--- config.mk ---
export PLATFORM = sky130hd
export DESIGN_NAME = toy_vec_dispatch
export DESIGN_NICKNAME = d
export VERILOG_FILES = /design/src/rtl/toy_vec_dispatch.sv
export SDC_FILE = /design/constraint.sdc
export NUM_CORES = 1
export LEC_CHECK = 0
export ABC_AREA = 0
export CAP_MARGIN = 20
export CORE_MARGIN = 8
export CORE_UTILIZATION = 35
export DETAILED_ROUTE_END_ITERATION = 6
export PLACE_DENSITY = 0.54
export SETUP_SLACK_MARGIN = 0.4
export SLEW_MARGIN = 5
export SYNTH_ARGS = -nofsm -noshare
export SYNTH_HDL_FRONTEND = slang
export SYNTH_SLANG_ARGS = --single-unit
--- constraint.sdc ---
create_clock -name clk -period 6.3 [get_ports clk]
set_input_delay 0.945 -clock clk [delete_from_list [all_inputs] [get_ports clk]]
set_output_delay 0.945 -clock clk [all_outputs]
set_load 0.02 [all_outputs]
--- src/rtl/toy_vec_dispatch.sv ---
// Vector instruction dispatcher: an in-order instruction queue whose head is
// issued to one of three units (ALU, MTX, LSU) once it is hazard-free.
// MTX issues are spaced by a busy counter; LSU destinations stay pending in a
// short delay line so that dependent readers (RAW) and later loads to the same
// register (WAW) wait until the writeback window has passed.

package toy_vpack;
    localparam int V_OPC_WIDTH     = 8;
    localparam int V_REG_IDX_WIDTH = 6;

    localparam logic [1:0] UNIT_ALU = 2'd0;
    localparam logic [1:0] UNIT_MTX = 2'd1;
    localparam logic [1:0] UNIT_LSU = 2'd2;
    localparam logic [1:0] UNIT_ILL = 2'd3;
endpackage

module toy_vec_dispatch
    import toy_vpack::*;
#(
    parameter int FIFO_DEPTH   = 4,
    parameter int MTX_BUSY_CYC = 8,
    parameter int LSU_WB_CYC   = 2
) (
    input  logic                         clk,
    input  logic                         rst_n,
    input  logic                         flush,
    input  logic                         inst_vld,
    output logic                         inst_rdy,
    input  logic [1:0]                   inst_unit,
    input  logic [V_OPC_WIDTH-1:0]       inst_opcode,
    input  logic [V_REG_IDX_WIDTH-1:0]   inst_vs1,
    input  logic [V_REG_IDX_WIDTH-1:0]   inst_vs2,
    input  logic [V_REG_IDX_WIDTH-1:0]   inst_rd,
    output logic                         vmtx_op_en,
    output logic [V_OPC_WIDTH-1:0]       vmtx_opcode,
    output logic [V_REG_IDX_WIDTH-1:0]   vmtx_vs1,
    output logic [V_REG_IDX_WIDTH-1:0]   vmtx_vs2,
    output logic                         valu_op_en,
    output logic [V_OPC_WIDTH-1:0]       valu_opcode,
    output logic [V_REG_IDX_WIDTH-1:0]   valu_vs1,
    output logic [V_REG_IDX_WIDTH-1:0]   valu_vs2,
    output logic [4:0]                   valu_rd,
    output logic                         vlsu_op_en,
    output logic [V_OPC_WIDTH-1:0]       vlsu_opcode,
    output logic [V_REG_IDX_WIDTH-1:0]   vlsu_vs1,
    output logic [V_REG_IDX_WIDTH-1:0]   vlsu_vs2,
    output logic [V_REG_IDX_WIDTH-1:0]   vlsu_rd,
    output logic [$clog2(FIFO_DEPTH):0]  fifo_cnt,
    output logic                         err_unit
);

    localparam int PTR_W = $clog2(FIFO_DEPTH);
    localparam int CNT_W = PTR_W + 1;
    localparam int MTX_W = $clog2(MTX_BUSY_CYC) + 1;

    // The cycle in which a load is issued is the first cycle of its pending
    // window (the dependent instruction is still behind it in the queue), so
    // only LSU_WB_CYC-1 registered stages are needed to cover the window.
    localparam int   DL_DEPTH = (LSU_WB_CYC > 1) ? (LSU_WB_CYC - 1) : 1;
    localparam logic DL_EN    = (LSU_WB_CYC > 1) ? 1'b1 : 1'b0;

    localparam logic [CNT_W-1:0]           DEPTH_CNT = CNT_W'(FIFO_DEPTH);
    localparam logic [CNT_W-1:0]           CNT_ZERO  = {CNT_W{1'b0}};
    localparam logic [CNT_W-1:0]           CNT_ONE   = CNT_W'(1'b1);
    localparam logic [PTR_W-1:0]           PTR_ZERO  = {PTR_W{1'b0}};
    localparam logic [PTR_W-1:0]           PTR_ONE   = PTR_W'(1'b1);
    localparam logic [MTX_W-1:0]           MTX_ZERO  = {MTX_W{1'b0}};
    localparam logic [MTX_W-1:0]           MTX_ONE   = MTX_W'(1'b1);
    localparam logic [MTX_W-1:0]           MTX_LOAD  = MTX_W'(MTX_BUSY_CYC - 1);
    localparam logic [V_OPC_WIDTH-1:0]     OPC_ZERO  = {V_OPC_WIDTH{1'b0}};
    localparam logic [V_REG_IDX_WIDTH-1:0] IDX_ZERO  = {V_REG_IDX_WIDTH{1'b0}};

    // Register-index match against one delay-line entry.
    function automatic logic reg_hit(input logic                       vld,
                                     input logic [V_REG_IDX_WIDTH-1:0] a,
                                     input logic [V_REG_IDX_WIDTH-1:0] b);
        reg_hit = vld & (a == b);
    endfunction

    // Queue storage
    logic [1:0]                 q_unit_r [FIFO_DEPTH];
    logic [V_OPC_WIDTH-1:0]     q_opc_r  [FIFO_DEPTH];
    logic [V_REG_IDX_WIDTH-1:0] q_vs1_r  [FIFO_DEPTH];
    logic [V_REG_IDX_WIDTH-1:0] q_vs2_r  [FIFO_DEPTH];
    logic [V_REG_IDX_WIDTH-1:0] q_rd_r   [FIFO_DEPTH];

    logic [PTR_W-1:0] wr_ptr_r;
    logic [PTR_W-1:0] rd_ptr_r;
    logic [CNT_W-1:0] cnt_r;
    logic [CNT_W-1:0] cnt_nxt_s;
    logic             rdy_r;

    logic [MTX_W-1:0] mtx_cnt_r;

    logic                       dl_vld_r [DL_DEPTH];
    logic [V_REG_IDX_WIDTH-1:0] dl_rd_r  [DL_DEPTH];

    logic [1:0]                 head_unit_s;
    logic [V_OPC_WIDTH-1:0]     head_opc_s;
    logic [V_REG_IDX_WIDTH-1:0] head_vs1_s;
    logic [V_REG_IDX_WIDTH-1:0] head_vs2_s;
    logic [V_REG_IDX_WIDTH-1:0] head_rd_s;
    logic                       head_vld_s;
    logic                       raw_s;
    logic                       waw_s;
    logic                       iss_alu_s;
    logic                       iss_mtx_s;
    logic                       iss_lsu_s;
    logic                       drop_s;
    logic                       push_s;
    logic                       pop_s;

    assign inst_rdy = rdy_r;
    assign fifo_cnt = cnt_r;

    // Head fields and RAW/WAW hazard detection against pending load destinations.
    always_comb begin
        head_unit_s = q_unit_r[rd_ptr_r];
        head_opc_s  = q_opc_r[rd_ptr_r];
        head_vs1_s  = q_vs1_r[rd_ptr_r];
        head_vs2_s  = q_vs2_r[rd_ptr_r];
        head_rd_s   = q_rd_r[rd_ptr_r];
        raw_s       = 1'b0;
        waw_s       = 1'b0;
        for (int i = 0; i < DL_DEPTH; i++) begin
            raw_s = raw_s | reg_hit(dl_vld_r[i], dl_rd_r[i], head_vs1_s)
                          | reg_hit(dl_vld_r[i], dl_rd_r[i], head_vs2_s);
            waw_s = waw_s | reg_hit(dl_vld_r[i], dl_rd_r[i], head_rd_s);
        end
    end

    // Issue/drop decision for the queue head; flush suppresses every action.
    always_comb begin
        head_vld_s = (cnt_r != CNT_ZERO) && !flush;
        iss_alu_s  = 1'b0;
        iss_mtx_s  = 1'b0;
        iss_lsu_s  = 1'b0;
        drop_s     = 1'b0;
        if (head_vld_s) begin
            case (head_unit_s)
                UNIT_ALU: iss_alu_s = !raw_s;
                UNIT_MTX: iss_mtx_s = !raw_s && (mtx_cnt_r == MTX_ZERO);
                UNIT_LSU: iss_lsu_s = !raw_s && !waw_s;
                default:  drop_s    = 1'b1;
            endcase
        end else begin
            drop_s = 1'b0;
        end
        pop_s  = iss_alu_s | iss_mtx_s | iss_lsu_s | drop_s;
        push_s = inst_vld && rdy_r && !flush;
    end

    // Next occupancy: push minus pop, cleared by flush.
    always_comb begin
        cnt_nxt_s = cnt_r;
        if (flush) begin
            cnt_nxt_s = CNT_ZERO;
        end else begin
            case ({push_s, pop_s})
                2'b10:   cnt_nxt_s = cnt_r + CNT_ONE;
                2'b01:   cnt_nxt_s = cnt_r - CNT_ONE;
                default: cnt_nxt_s = cnt_r;
            endcase
        end
    end

    // Queue storage write on accepted instruction.
    always_ff @(posedge clk or negedge rst_n) begin
        if (!rst_n) begin
            for (int i = 0; i < FIFO_DEPTH; i++) begin
                q_unit_r[i] <= 2'd0;
                q_opc_r[i]  <= OPC_ZERO;
                q_vs1_r[i]  <= IDX_ZERO;
                q_vs2_r[i]  <= IDX_ZERO;
                q_rd_r[i]   <= IDX_ZERO;
            end
        end else if (push_s) begin
            q_unit_r[wr_ptr_r] <= inst_unit;
            q_opc_r[wr_ptr_r]  <= inst_opcode;
            q_vs1_r[wr_ptr_r]  <= inst_vs1;
            q_vs2_r[wr_ptr_r]  <= inst_vs2;
            q_rd_r[wr_ptr_r]   <= inst_rd;
        end
    end

    // Queue pointers, occupancy and ready; ready depends only on registered occupancy.
    always_ff @(posedge clk or negedge rst_n) begin
        if (!rst_n) begin
            wr_ptr_r <= PTR_ZERO;
            rd_ptr_r <= PTR_ZERO;
            cnt_r    <= CNT_ZERO;
            rdy_r    <= 1'b0;
        end else if (flush) begin
            wr_ptr_r <= PTR_ZERO;
            rd_ptr_r <= PTR_ZERO;
            cnt_r    <= CNT_ZERO;
            rdy_r    <= 1'b1;
        end else begin
            if (push_s) begin
                wr_ptr_r <= wr_ptr_r + PTR_ONE;
            end
            if (pop_s) begin
                rd_ptr_r <= rd_ptr_r + PTR_ONE;
            end
            cnt_r <= cnt_nxt_s;
            rdy_r <= (cnt_nxt_s < DEPTH_CNT);
        end
    end

    // MTX busy counter: reload on MTX issue, otherwise count down to zero.
    always_ff @(posedge clk or negedge rst_n) begin
        if (!rst_n) begin
            mtx_cnt_r <= MTX_ZERO;
        end else if (iss_mtx_s) begin
            mtx_cnt_r <= MTX_LOAD;
        end else if (mtx_cnt_r != MTX_ZERO) begin
            mtx_cnt_r <= mtx_cnt_r - MTX_ONE;
        end
    end

    // Load-destination delay line: new load enters stage 0, older entries shift out.
    always_ff @(posedge clk or negedge rst_n) begin
        if (!rst_n) begin
            for (int i = 0; i < DL_DEPTH; i++) begin
                dl_vld_r[i] <= 1'b0;
                dl_rd_r[i]  <= IDX_ZERO;
            end
        end else begin
            dl_vld_r[0] <= iss_lsu_s & DL_EN;
            dl_rd_r[0]  <= iss_lsu_s ? head_rd_s : IDX_ZERO;
            for (int i = 1; i < DL_DEPTH; i++) begin
                dl_vld_r[i] <= dl_vld_r[i-1];
                dl_rd_r[i]  <= dl_rd_r[i-1];
            end
        end
    end

    // Registered issue outputs: fields are zero whenever the unit's op_en is low.
    always_ff @(posedge clk or negedge rst_n) begin
        if (!rst_n) begin
            vmtx_op_en  <= 1'b0;
            vmtx_opcode <= OPC_ZERO;
            vmtx_vs1    <= IDX_ZERO;
            vmtx_vs2    <= IDX_ZERO;
            valu_op_en  <= 1'b0;
            valu_opcode <= OPC_ZERO;
            valu_vs1    <= IDX_ZERO;
            valu_vs2    <= IDX_ZERO;
            valu_rd     <= 5'd0;
            vlsu_op_en  <= 1'b0;
            vlsu_opcode <= OPC_ZERO;
            vlsu_vs1    <= IDX_ZERO;
            vlsu_vs2    <= IDX_ZERO;
            vlsu_rd     <= IDX_ZERO;
            err_unit    <= 1'b0;
        end else begin
            vmtx_op_en  <= iss_mtx_s;
            vmtx_opcode <= iss_mtx_s ? head_opc_s : OPC_ZERO;
            vmtx_vs1    <= iss_mtx_s ? head_vs1_s : IDX_ZERO;
            vmtx_vs2    <= iss_mtx_s ? head_vs2_s : IDX_ZERO;
            valu_op_en  <= iss_alu_s;
            valu_opcode <= iss_alu_s ? head_opc_s : OPC_ZERO;
            valu_vs1    <= iss_alu_s ? head_vs1_s : IDX_ZERO;
            valu_vs2    <= iss_alu_s ? head_vs2_s : IDX_ZERO;
            valu_rd     <= iss_alu_s ? head_rd_s[4:0] : 5'd0;
            vlsu_op_en  <= iss_lsu_s;
            vlsu_opcode <= iss_lsu_s ? head_opc_s : OPC_ZERO;
            vlsu_vs1    <= iss_lsu_s ? head_vs1_s : IDX_ZERO;
            vlsu_vs2    <= iss_lsu_s ? head_vs2_s : IDX_ZERO;
            vlsu_rd     <= iss_lsu_s ? head_rd_s : IDX_ZERO;
            err_unit    <= drop_s;
        end
    end

endmodule

== Word level (Yosys, flattened, before mapping) ==
Index checks and enable logic that the tools add are counted.

* Bits in registers: 199

* Add/sub/neg operators: 5
* Muxes and demuxes: 55
* Reduce and logical (&&, ||, !) cells: 17
* Bitwise operators: 9
* Order comparisons: 4
* Equality and inequality tests: 7

{| class="wikitable"
|+ Operator list
! operator !! number
|-
| $mux 6 || 14
|-
| $bwmux 24 || 3
|-
| $mux 8 || 6
|-
| $bmux 6 s2 || 3
|-
| $bwmux 32 || 1
|-
| $eq 6x6->1 || 3
|-
| $bmux 8 s2 || 1
|-
| $demux 8 s2 || 1
|-
| $mux 2 || 7
|-
| $demux 6 s2 || 1
|-
| $mux 1 || 9
|-
| $bwmux 8 || 1
|-
| $mux 4 || 2
|-
| $ge 3x3->1 const B || 2
|-
| $logic_and 1x1->1 || 6
|-
| $mux 3 || 2
|-
| $not 2->3 || 2
|-
| $pmux 3 s2 || 1
|-
| $reduce_bool 2->1 || 3
|-
| $mux 5 || 1
|-
| $add 2x1->2 const B || 2
|-
| $bmux 2 s2 || 1
|-
| $demux 2 s2 || 1
|-
| $eq 2x1->1 const B || 2
|-
| other kinds (14) || 22
|}

== Longest topological paths before layout ==
Gate-level depths: netlist of run 1.

* Depth in word-level cells: 19
* Mapped depth: 17

== Worst setup path before layout of run 1 ==
Ideal clock, no wire load.

* Path type: flip-flop to flip-flop
* From: reg rd_ptr_r[0]
* To: reg rdy_r (netlist: inst_rdy)
* Path slack: 2,794 ps
* Clock period less this slack: 3,506 ps
* Stages on the path, launching flop included: 18
* Data required time: 6,182 ps
* Arrival time: 3,387 ps
* Path buffers: 3
* Library setup time: 118 ps
* Path through: dfrtp_1 buf_6 buf_12 mux4_1 xnor2_1 nand3_1 a211oi_2 or3_1 buf_6 inv_4 or3_4 ha_1 fa_1 xnor2_1 nor2_1 xnor2_1 nor2_1 inv_1

* Word-level cells in the longest chain between the ends: 19
* Elaborated cells between the ends (all ways): 45
* Those cells by class: 1 x order compare; 7 x eq/ne; 23 x mux; 8 x bitwise; 6 x reduce/logical

{| class="wikitable"
|+ RTL lines
! item !! RTL line !! source
|-
| from (decl) || 88 || <nowiki>logic [PTR_W-1:0] rd_ptr_r;</nowiki>
|-
| from (signal assigned) || 203 || <nowiki>rd_ptr_r <= rd_ptr_r + PTR_ONE;</nowiki>
|-
| $not 2->3 (not written as such) * || - ||
|-
| $bmux 6 s2 (on tied branches) || 120, 121 ||
|-
| $mux 6 (on tied branches) (2 in series) || 120, 121 ||
|-
| $eq 6x6->1 || 77 || <nowiki>reg_hit = vld & (a == b);</nowiki>
|-
| $and 1x1->1 || 77 ||
|-
| $or 1x1->1 || 127 || <nowiki>| reg_hit(dl_vld_r[i], dl_rd_r[i], head_vs2_s);</nowiki>
|-
| $logic_not 1->1 || 141, 142, 143 ||
|-
| $logic_and 1x1->1 || 142 || <nowiki>UNIT_MTX: iss_mtx_s = !raw_s && (mtx_cnt_r == MTX_ZERO);</nowiki>
|-
| $mux 1 || 140 || <nowiki>case (head_unit_s)</nowiki>
|-
| $mux 1 || 139 || <nowiki>if (head_vld_s) begin</nowiki>
|-
| $or 1x1->1 (2 in series) || 149 || <nowiki>pop_s = iss_alu_s | iss_mtx_s | iss_lsu_s | drop_s;</nowiki>
|-
| $or 1x1->1 * || 149 ||
|-
| $eq 2x1->1 / $eq 2x2->1 (equally long branches) || 159 || <nowiki>case ({push_s, pop_s})</nowiki>
|-
| $pmux 3 s2 * || 159 ||
|-
| $mux 3 * || 156 || <nowiki>if (flush) begin</nowiki>
|-
| $lt 3x3->1 * || 206 || <nowiki>rdy_r <= (cnt_nxt_s < DEPTH_CNT);</nowiki>
|-
| $mux 1 * || 193 || <nowiki>end else if (flush) begin</nowiki>
|-
| to (signal assigned) || 206 ||
|-
| to (decl) || 91 || <nowiki>logic rdy_r;</nowiki>
|}

Mark *: on every way between the ends. The rest lies on a longest branch, timed or not. The select of a mux whose other input is x is not followed.
A chain may end at the register's enable or synchronous reset.

== Worst setup path in the final report of run 1 ==
Same ends and word-level chain as after synthesis.

==> results_dict.tcl, run 1 <==
set metrics [dict create \
    clock-sinks 199 \
    core_region_area_um2 23330 \
    grt_pass1_vias 5317 \
    arrival_ns 5.02 \
    antenna_found_initial 0 \
    die-height_um 169.7 \
    placed_cells 965 \
    start_kind "flop" \
    vdd.ir_drop.worst_v 0.0001366 \
    p_per_area_nw_per_um2 328.8 \
    grt_pass1_wl_um 30500 \
    ys_seq_area_share_pct 60.22 \
    drt-total-wl_um 18950 \
    drive_gt1_share_pct 26.99 \
    status "complete, no violations" \
    initial_utilization_pct 35.44 \
    cts_inserted_buffers 17 \
    cts-resized-gates 0 \
    postRouteAntennaNets 0 \
    synthToLayoutAreaGrowth_pct 24.44 \
    maxCapViolCount 0 \
    synth-edff-count 0 \
    grt_max_degree 80 \
    fmax_mhz 212.5 \
    cts_tree "yes" \
    gp_congestion 0.7487 \
    relSlewSlack_pct 36.68 \
    rows 56 \
    yosysUniqueCellTypes 43 \
    layout.nets 706 \
    cts_root_buf "clkbuf_16" \
    period_minus_slack_ns 4.707 \
    syn_inst 556 \
    holdBufCountCts 0 \
    detail_route.vias_per_cell 4.797 \
    hold_violations 0 \
    fin_cells 997 \
    tns_ns 0 \
    rsz0062_at_grt "false" \
    layout_common_cells "198 x dfrtp_1, 118 x mux2_2, 109 x clkdlybuf4s50_1" \
    ios 111 \
    skew_ns 0.01088 \
    synth_seq_cells 199 \
    p_leak_nw 4.556 \
    wl_per_cell_um 19.01 \
    synthFlopType "dfrtp_1" \
    drtPass1Iterations 4 \
    io_buffers 110 \
    crit_type "reg -> reg" \
    grtUsageTotal_pct 13.85 \
    htree_num_levels 4 \
    setup_viol 0 \
    dieArea_um2 28800 \
    clock_latency_ns 0.43 \
    drt_iter0_markers 237 \
    post_cts_buffers 0 \
    min_path_type "in -> async" \
    postSynthNetCount 597 \
    tightest_slew_ns 0.9499 \
    syn-mean-instance-area_um2 14.87 \
    post-route-period-util_pct 74.71 \
    drcViolationCount 0 \
    cts_buffer_depth 2 \
    num_vias 4783 \
    synth_warnings 0 \
    synthArstFlopShare_pct 100.0 \
    die_w_um 169.7 \
    end_kind "flop" \
    clkTransAtPathRegs_ns 0.07 \
    dp_hpwl_um 13250 \
    n_antenna_cell 0 \
    slew_viol_final 0 \
    grt_remaining_overflow 0 \
    required_ns 6.62 \
    synth_area_um2 8269 \
    crit_fanout 24 \
    layout_commonest_cell "dfrtp_1" \
]
## Yosys cell counts, drive strengths merged (10+ instances only)
cell / n / share of area, %
xnor2: 15 / 1.6
clkbuf: 16 / 0.73
inv: 10 / 0.48
and2: 53 / 4.0
mux4: 24 / 6.9
dfrtp: 199 / 60
mux2i: 13 / 1.6
mux2: 118 / 16
nand2: 12 / 0.54
nor2: 29 / 1.3
## registers in the layout (all words and copies together) (netlist names), 3 cells and up
signal	count
vmtx_vs2	6
q_opc_r	32
valu_opcode	8
valu_rd	5
fifo_cnt	3
valu_vs2	6
dl_rd_r	6
q_vs2_r	24
q_rd_r	24
q_vs1_r	24
valu_vs1	6
vlsu_vs2	6
vmtx_vs1	6
q_unit_r	8
vlsu_vs1	6
vlsu_opcode	8
vmtx_opcode	8
mtx_cnt_r	4
## logic make-up (layout without fill, tap and decap cells)
kind of cell	Yosys count	count (layout)	share of synthesized area (%)
buffers and inverters	34	156	1.997
adder cells (fa/ha/maj)	9	9	1.453
XOR/XNOR	23	23	2.436
multiplexers	155	155	24.54
flip-flops	199	199	60.22
AO/OA/AOI/OAI	13	13	1.180
AND/OR/NAND/NOR	123	123	8.171
## worst max-delay path, cell delays in order, from the launching register on
cell      delay [ns]
dfrtp_2         0.82
buf_4           0.41
mux4_2          0.60
xnor2_1         0.22
nand3_1         0.12
a211oi_2        0.30
or3_1           0.34
inv_4           0.18
or3_4           0.42
ha_1            0.24
fa_1            0.40
xnor2_1         0.16
nor2_1          0.07
xnor2_1         0.12
nor2_1          0.12
inv_1           0.05
## where the power goes
| part | switching, mW | internal, mW |
|---|---|---|
| Clock | 0.494 | 0.606 |
| Sequential | 0.132 | 1.51 |
| Combinational | 0.280 | 0.362 |
## stage by stage
step	power (mW)	utilization [%]	instance area (µm²)	setup slack, ns	hold slack [ns]
6_report	3.383	44.10	10290	1.593	0.4769
4_1_cts	3.426	44.10	10290	1.481	0.4790
2_1_floorplan	2.102	-	8269	2.794	0.4646
3_5_place_dp	2.318	41.53	9689	1.488	0.4890
3_3_place_gp	2.283	41.53	9689	1.630	0.4796
5_1_grt	3.554	44.10	10290	1.201	0.5004
## final timing paths
kind	startpoint	end	slack, ns	depth (start not counted)
worst min register to register	q_opc_r[13]	q_opc_r[13]	0.50	1
worst max register to register	rd_ptr_r[0]	inst_rdy	1.59	15
worst max-delay path	rd_ptr_r[0]	inst_rdy	1.59	15
worst min-delay path	rst_n	q_opc_r[1]	0.48	1
max in group asynchronous	rst_n	vmtx_vs2[2]	4.50	2
min in group clk	q_opc_r[13]	q_opc_r[13]	0.50	1
## area by class of cell
type | count | area (µm²)
clock buffers | 18 | 439.2
clock inverters | 14 | 161.4
fillers | 2091 | 13040
inverters | 10 | 40.04
multi-input cells | 323 | 3134
flip-flops and latches | 199 | 4981
well taps | 319 | 399.1
repair buffers | 114 | 1135
## routing by layer
layer | vias up | global-route usage (%) | part of all wire (%)
met5 | - | 0 | 0
met4 | 0 | 4.040 | 1.1
met3 | 15 | 3.768 | 5.4
met2 | 91 | 22.38 | 47
met1 | 2523 | 17.96 | 46
li1 | 2154 | - | -
No activity file was read; power rests on OpenSTA's default activity.
==> inputs of run 2 (changes only) <==
==> constraint.sdc (replaced) <==
create_clock -name clk -period 4.36 [get_ports clk]
set_input_delay 0.654 -clock clk [delete_from_list [all_inputs] [get_ports clk]]
set_output_delay 0.654 -clock clk [all_outputs]
set_load 0.02 [all_outputs]
==> run 2 against run 1 <==
Against the previous run: combinational power is 53% higher; count of clock-buffer cells in the layout grew 3; non-clock buffer count up 13; largest power group unchanged; highest routed layer unchanged.
==> results_dict.tcl, run 2 (same netlist as run 1, synthesis figures left out) <==
set metrics [dict create \
    dieArea_um2 28800 \
    relSlewSlack_pct 32.05 \
    cts_root_buf "clkbuf_16" \
    drt_iter0_markers 264 \
    crit_buf_inv 4 \
    rows 56 \
    regMostFlops "q_opc_r" \
    required_ns 4.69 \
    crit_type "reg -> reg" \
    cp.depth 15 \
    skew_ns 0.01097 \
    crit_chain "buf_12 > buf_12 > mux4_1 > xor2_1 > o41ai_2 > or3_4 > inv_4 > or3_4 > ha_2 > fa_1 > xnor2_1 > nor2_1 > xnor2_1 > nor2_1 > inv_1" \
    crit_family "simple AND/OR/NAND/NOR gates" \
    gp_congestion 0.7663 \
    htree_num_levels 4 \
    grtUsageTotal_pct 14.01 \
    period_minus_slack_ns 3.797 \
    p_int_mw 3.522 \
    largest_reg_flops 32 \
    fmax_mhz 263.3 \
    grt_pass1_vias 5151 \
    die_w_um 169.7 \
    combPwrFrac_pct 20.4 \
    clock-sinks 199 \
    post-route-period-util_pct 87.09 \
    core_region_area_um2 23330 \
    status "complete, no violations" \
    cts_tree "yes" \
    hold_violations 0 \
    tightest_slew_ns 1.019 \
    layout_common_cells "198 x dfrtp_1, 118 x mux2_2, 109 x clkdlybuf4s50_1" \
    postRouteAntennaNets 0 \
    num_vias 4809 \
    clock_latency_ns 0.43 \
    maxCapViolCount 0 \
    clkTransAtPathRegs_ns 0.07 \
    p_per_area_nw_per_um2 463.2 \
    n_antenna_cell 0 \
    synthToLayoutAreaGrowth_pct 25.83 \
    arrival_ns 4.12 \
    holdBufCountCts 0 \
    layout.nets 719 \
    dp_hpwl_um 13320 \
    reg2regPathDepth 15 \
    die-height_um 169.7 \
    power_switching_mw 1.297 \
    slew_viol_final 0 \
    crit_fanout 5 \
    drive_gt1_share_pct 29.23 \
    tns_ns 0 \
    power_frac_seq_pct 48.9 \
    end_kind "flop" \
    p_total_mw 4.819 \
    cts_buffer_depth 2 \
    ios 111 \
    io_buffers 110 \
    max_stage_delay_ns 0.62 \
    layout_commonest_cell "dfrtp_1" \
    drtPass1Iterations 4 \
    p_leak_nw 4.613 \
    clkPwrFrac_pct 30.6 \
    slowest_stage "mux4_1" \
    antenna_found_initial 0 \
    grt_pass1_wl_um 30620 \
    drt-total-wl_um 19520 \
    grt_max_degree 122 \
    rsz0062_at_grt "true" \
    rrSetupSlack_ns 0.56 \
    vdd.ir_drop.worst_v 0.0001880 \
    p_sw_share_pct 26.92 \
    final.fill_count 2118 \
    drcViolationCount 0 \
    grt_remaining_overflow 0 \
    detail_route.vias_per_cell 4.761 \
    cts_inserted_buffers 17 \
    min_path_type "in -> async" \
    setup_viol 0 \
    start_kind "flop" \
    initial_utilization_pct 35.44 \
    wl_per_cell_um 19.33 \
]
==> run 2: power groups by stage <==
stage	sequential, mW	clock (mW)	combinational [mW]
floorplan	2.33	0	0.705
global route	2.40	1.59	1.08
finish	2.36	1.48	0.984
CTS	2.36	1.52	0.974
global placement	2.39	0	0.911
detailed placement	2.40	0	0.952
==> run 2: cell type report <==
class                   instances  area [µm²]  area share [%]
repair buffers                127        1274           12.24
multi-input cells             323        3157           30.34
well taps                     319       399.1           3.836
inverters                      10       40.04          0.3848
clock inverters                11       71.32          0.6854
flip-flops and latches        199        4984           47.90
clock buffers                  21       480.5           4.618
==> run 2: path summary, 6_finish.rpt <==
check,start,end
worst max-delay path,rd_ptr_r[0],inst_rdy
worst min-delay path,rst_n,q_opc_r[10]
worst max register to register,rd_ptr_r[0],inst_rdy
worst min register to register,q_rd_r[20],q_rd_r[20]
max in group asynchronous,rst_n,vmtx_vs2[1]
min in group clk,q_rd_r[20],q_rd_r[20]
==> run 2: stage by stage <==
step	hold WS [ns]	setup slack, ns	std cells	instance area, µm²	utilization [%]
2_1_floorplan	0.3584	0.8544	556	8269	-
6_report	0.3347	0.5628	1010	10410	44.59
3_5_place_dp	0.4860	0.1733	971	9747	41.77
5_1_grt	0.4310	0.3854	1010	10410	44.59
4_1_cts	0.4182	0.4602	1005	10340	44.32
3_3_place_gp	0.4786	0.3064	971	9747	41.77
==> run 2: per-layer routing <==
layer	GRT usage [%]	vias up	wire (µm)
li1	-	2170	-
met1	18.83	2505	9221
met2	21.54	115	9004
met3	3.466	19	1002
met4	5.348	0	297
met5	0	-	0
==> run 2: timing repair <==
action,in CTS,in global routing
hold endpoints to repair,0,0
pin swaps,0,6
gates resized for setup,2,9
setup buffers,2,5
setup endpoints to repair,3,2
